--- config.mk ---
export PLATFORM = sky130hd
export DESIGN_NAME = wtm_seq_mult10
export DESIGN_NICKNAME = d
export VERILOG_FILES = /design/src/rtl/wtm_seq_mult10_pkg.sv /design/src/rtl/wtm_seq_mult10_wallace.sv /design/src/rtl/wtm_seq_mult10.sv
export SDC_FILE = /design/constraint.sdc
export NUM_CORES = 1
export LEC_CHECK = 0
export BUFFER_PORTS_ARGS = -buffer_cell sky130_fd_sc_hd__buf_2
export CORE_MARGIN = 1
export CORE_UTILIZATION = 54
export CTS_CLUSTER_SIZE = 16
export DETAILED_ROUTE_END_ITERATION = 12
export GPL_ROUTABILITY_DRIVEN = 0
export HOLD_SLACK_MARGIN = 0.02
export PLACE_DENSITY = 0.77
export SLEW_MARGIN = 15
export SYNTH_ARGS = -nofsm -noshare
export SYNTH_HDL_FRONTEND = slang
export SYNTH_SLANG_ARGS = --single-unit
--- constraint.sdc ---
create_clock -name clk -period 4.93 [get_ports clk]
set_clock_uncertainty 0.05 [all_clocks]
set_input_delay 0.2465 -clock clk [delete_from_list [all_inputs] [get_ports clk]]
set_output_delay 0.2465 -clock clk [all_outputs]
set_load 0.005 [all_outputs]
--- src/rtl/wtm_seq_mult10_pkg.sv ---
// wtm_seq_mult10_pkg: shared widths, FSM states and step helpers for the sequential 10x10 multiplier
package wtm_seq_mult10_pkg;
    localparam int CHUNK_W = 5;
    localparam int OP_W    = 10;
    localparam int PROD_W  = 20;
    localparam int PP_W    = 2 * CHUNK_W;
    localparam int STEP_SHIFT [4] = '{0, 5, 5, 10};
    typedef enum logic [1:0] {IDLE, CALC, DONE} state_t;
    typedef logic [1:0] step_t;
    // Returns {found, idx} for the lowest enabled step above cur.
    function automatic logic [2:0] next_step(input logic [3:0] mask, input step_t cur);
        logic [2:0] r;
        r = {1'b0, cur};
        for (int i = 3; i >= 0; i--)
            if (i > int'(cur) && mask[i]) r = {1'b1, step_t'(i)};
        return r;
    endfunction
    function automatic logic [PROD_W-1:0] place(input logic [PP_W-1:0] pp, input step_t s);
        return PROD_W'(pp) << STEP_SHIFT[s];
    endfunction
endpackage

--- src/rtl/wtm_seq_mult10_wallace.sv ---
// wtm_seq_mult10_wallace: combinational 5x5 unsigned Wallace-tree multiplier
module wtm_seq_mult10_wallace
    import wtm_seq_mult10_pkg::*;
(
    input  logic [CHUNK_W-1:0] i_x,
    input  logic [CHUNK_W-1:0] i_y,
    output logic [PP_W-1:0]    o_p
);
    logic [PP_W-1:0] w_row [CHUNK_W];
    logic [PP_W-1:0] w_s1, w_c1, w_s2, w_c2, w_s3, w_c3;
    function automatic logic [2*PP_W-1:0] csa(input logic [PP_W-1:0] x, y, z);
        return {((x & y) | (x & z) | (y & z)) << 1, x ^ y ^ z};
    endfunction
    genvar i;
    generate
        for (i = 0; i < CHUNK_W; i++) begin : g_row
            assign w_row[i] = PP_W'({CHUNK_W{i_y[i]}} & i_x) << i;
        end
    endgenerate
    // Three 3:2 levels reduce five rows to sum/carry before the final adder.
    assign {w_c1, w_s1} = csa(w_row[0], w_row[1], w_row[2]);
    assign {w_c2, w_s2} = csa(w_s1, w_c1, w_row[3]);
    assign {w_c3, w_s3} = csa(w_s2, w_c2, w_row[4]);
    assign o_p = w_s3 + w_c3;
endmodule

--- src/rtl/wtm_seq_mult10.sv ---
// wtm_seq_mult10: 10x10 unsigned multiplier sequencing four 5x5 partial products through one Wallace core
module wtm_seq_mult10
    import wtm_seq_mult10_pkg::*;
#(
    parameter bit EARLY_EXIT = 1'b1
) (
    input  logic              clk,
    input  logic              rst,
    input  logic              in_valid,
    output logic              in_ready,
    input  logic [OP_W-1:0]   a,
    input  logic [OP_W-1:0]   b,
    output logic              out_valid,
    input  logic              out_ready,
    output logic [PROD_W-1:0] product,
    output logic              busy
);
    state_t              r_state, w_next;
    logic [CHUNK_W-1:0]  r_al, r_ah, r_bl, r_bh, w_mx, w_my;
    logic [3:0]          r_mask, w_mask_new;
    step_t               r_step, w_nstep;
    logic                w_more;
    logic [PP_W-1:0]     w_pp;
    logic [PROD_W-1:0]   r_acc, r_product, w_sum;
    wire [CHUNK_W-1:0] w_ah = a[OP_W-1:CHUNK_W];
    wire [CHUNK_W-1:0] w_bh = b[OP_W-1:CHUNK_W];
    // Bit 0 of the step picks the a half, bit 1 the b half.
    assign w_mask_new = EARLY_EXIT ? {(w_ah != '0) && (w_bh != '0), w_bh != '0, w_ah != '0, 1'b1} : 4'hF;
    assign w_mx = r_step[0] ? r_ah : r_al;
    assign w_my = r_step[1] ? r_bh : r_bl;
    wtm_seq_mult10_wallace u_mul (
        .i_x(w_mx),
        .i_y(w_my),
        .o_p(w_pp)
    );
    assign w_sum = r_acc + place(w_pp, r_step);
    assign {w_more, w_nstep} = next_step(r_mask, r_step);
    always_comb begin
        w_next = r_state;
        w_next = r_state == IDLE ? (in_valid ? CALC : IDLE)
               : r_state == CALC ? (w_more ? CALC : DONE)
               : (out_ready ? IDLE : DONE);
    end
    always_ff @(posedge clk) begin
        if (rst) begin
            r_state   <= IDLE;
            r_al      <= '0;
            r_ah      <= '0;
            r_bl      <= '0;
            r_bh      <= '0;
            r_mask    <= '0;
            r_step    <= '0;
            r_acc     <= '0;
            r_product <= '0;
        end else begin
            r_state <= w_next;
            if (r_state == IDLE && in_valid) begin
                r_al   <= a[CHUNK_W-1:0];
                r_ah   <= w_ah;
                r_bl   <= b[CHUNK_W-1:0];
                r_bh   <= w_bh;
                r_mask <= w_mask_new;
                r_step <= '0;
                r_acc  <= '0;
            end
            if (r_state == CALC) begin
                r_acc  <= w_sum;
                r_step <= w_nstep;
                if (!w_more) r_product <= w_sum;
            end
        end
    end
    assign in_ready  = r_state == IDLE;
    assign out_valid = r_state == DONE;
    assign busy      = r_state != IDLE;
    assign product   = r_product;
endmodule
==> metrics.txt <==
DR top layer met4; Starting Density 0.5615; crit end category flip-flop; CTS clk-pin slew, worst paths 80 ps; critical-path maximum fanout 8; Unique masters post-synth 57; Net Sw Power 411.9 uW; max frequency 191.9 MHz; type of origin of the critical path flip-flop; met3 wire length 440 um; Post-Synthesis Cell Area 4384 um^2; Root Driver clkbuf_8; Post-synth EDFFs 0; post-detail-place hpwl 8551 um; #FFs+latches synth 67; sequential share of power 0.451; failing checks negative setup slack; Cell Chain, Critical Path buf_4 > mux2i_4 > nor2_1 > ha_1 > inv_1 > fa_1 > fa_1 > inv_1 > ha_1 > a21oi_2 > nor2b_1 > nor2_1 > xor2_1 > o21ai_0 > ha_1 > a21o_1 > a31o_1 > a21oi_2 > o31ai_4 > a221oi_2 > xnor2_2 > a211oi_2; Switching Share 0.3164; synth top area cells dfxtp_1 31%, ha_1 9.1%, nand2_1 8.0%; Arr. time, crit path 5460 ps; Combinational Power Share 0.203; largest net degree at the start of global routing 36; clock share of power 0.346; Rows 32; # hold bufs at CTS 0; fraction of layout cells with a size suffix above 1 0.3136; normalized max-slew margin 0.3274; Placement Setup Slack -403.5 ps; RSZ-0062 raised after global routing yes; wire per inst 15.71 um; Max VDD drop 0.1818 mV; initial antenna violation count 0; Async S/R FF share, synth 0; Pint 889.7 uW; Final setup viols 22; yosys warns 0; Final min period 5212 ps; met1 wire length 4873 um; Tot GR Track Use 0.2782; core box area 7807 um^2; CTS Buf Count 9; Via density 5.564; remaining antenna violation count 0; Nets 705; first-pass GRT wire length 18510 um; post-synthesis net count 611; pwr/cell area 232.4 nW/um^2; Layout fillers 579; Synth top cells by count 94 x nand2_1, 67 x dfxtp_1, 59 x a21oi_1; Die H 92.11 um; drt total wl 11670 um; most used cell, CP ha_1; post-synthesis sequential area ratio 0.3059; Clock Sink Count 67; CTS tree built; Die Area 8483 um^2; grt total ovfl 0; H-tree Lvls 3; Pleak 2.504 nW; # port buffers 46; post-synth top area cell dfxtp_1; Hold Vio Cnt, Final 0; final core utilization 0.7175; via count of the first global-routing pass 4100; DR iter-0 viols 229; maxcap violations 0; I/O pin count 47; total power 1.302 mW; met2 wire length 6048 um; status finished, violations left; drt pass-1 iters 4; Sequential Area 1349 um^2; critical path type flip-flop to flip-flop; drt drc 0; DIE WIDTH 92.11 um; Synth top area share 0.3059; syn avg cell area 8.089 um^2; antenna fix cells 0; Worst EP required 5170 ps; Main synth FF type dfxtp_1; clock latency on the worst-skew pair 370 ps; area of the multi-input gates 3134 um^2; clock tree buffer depth 2; Mapped Cells 542; CP peak stage delay 580 ps; hold crit path type input pin to flip-flop; Tcrit/Tclk final 1.057; fin. max-slew vios 0; Final WS setup -281.7 ps; Area Growth Syn to Fin 27.77%; slowest CP cell fa_1; count leader, synth nand2_1; via count 4134; Worst Tran Pin Value 1006 ps
==> stage by stage <==
stage / area, um^2 / cells / setup TNS [ps] / hold WS [ps]
4_1_cts: 5396 / 738 / -2842 / 70.03
3_5_place_dp: 5151 / 722 / -5742 / 394.8
3_3_place_gp: 5151 / 722 / -2170 / 390.3
6_report: 5602 / 743 / -3668 / 73.34
5_1_grt: 5602 / 743 / -8207 / 73.44
2_1_floorplan: 4468 / 542 / -98.84 / 332.5
==> metal layers <==
metal / track usage / up-vias
met5: 0 / -
met4: 0.1315 / 0
met2: 0.5230 / 113
li1: - / 2048
met1: 0.3028 / 1946
met3: 0.04146 / 27
==> critical path, delay by kind of cell, from the launching register on <==
kind	cells	cell delay [ps]
buffers and inverters	3	250
muxes	1	260
xor gates and xnor gates	2	360
adders and majority gates	5	1980
and+or+nand+nor	3	270
AOI/OAI and AO/OA	8	1540
DFF	1	430
==> power groups by stage <==
| stage | clock network [mW] | registers, mW | logic, mW |
|---|---|---|---|
| detailed placement | 0 | 0.596 | 0.244 |
| global route | 0.483 | 0.589 | 0.290 |
| floorplan | 0 | 0.591 | 0.161 |
| global placement | 0 | 0.594 | 0.239 |
| CTS | 0.455 | 0.585 | 0.247 |
| finish | 0.451 | 0.586 | 0.264 |
==> state kept, by name, summed over array words and instances, names as in the netlist <==
name / cells
product: 20
r_acc: 20
r_ah: 5
r_al: 5
r_bh: 5
r_bl: 5
r_mask: 3
r_state: 2
r_step: 2
==> placed cells by master (no fill, tap or decap), types with 7 or more instances in the layout <==
master	count
nand2_1	91
dfxtp_1	65
buf_4	64
nor2_1	50
a21oi_1	49
buf_2	46
ha_1	29
inv_1	20
a21oi_2	12
nand3_1	12
fa_1	11
clkbuf_8	11
a21o_1	10
xor2_1	10
o21ai_1	9
o21ai_0	8
xnor2_2	7
nor2b_1	7
==> final cells by class <==
cell class,count,share of cell area
Clock buffer,11,0.02703
Clock inverter,5,0.006478
Inverter,24,0.01653
Multi-Input combinational cell,424,0.5595
Sequential cell,67,0.2408
Tap cell,102,0.02278
Timing Repair Buffer,110,0.1269
==> cells by family after synthesis <==
| family | after synthesis | share of synthesized area |
|---|---|---|
| muxes | 18 | 0.04310 |
| DFF | 67 | 0.3059 |
| xor gates and xnor gates | 20 | 0.03995 |
| adders and majority gates | 45 | 0.1507 |
| AOI/OAI and AO/OA | 129 | 0.1926 |
| and+or+nand+nor | 212 | 0.2209 |
| buffers and inverters | 51 | 0.04680 |
==> final timing paths <==
path,end,slack [ps],cells past startpoint,start
worst max-delay path,product[19],-280,22,r_step[0]
worst min-delay path,r_bl[0],70,3,b[0]
worst max register to register,product[19],-280,22,r_step[0]
worst min register to register,product[6],400,2,product[6]
==> repair_timing <==
action / 4_1_cts / 5_1_grt
pin swaps: 21 / 14
cloned: 0 / 0
setup buffers: 1 / 5
setup endpoints to repair: 22 / 27
resized for setup: 23 / 31
No activity file was read; power rests on OpenSTA's default activity.
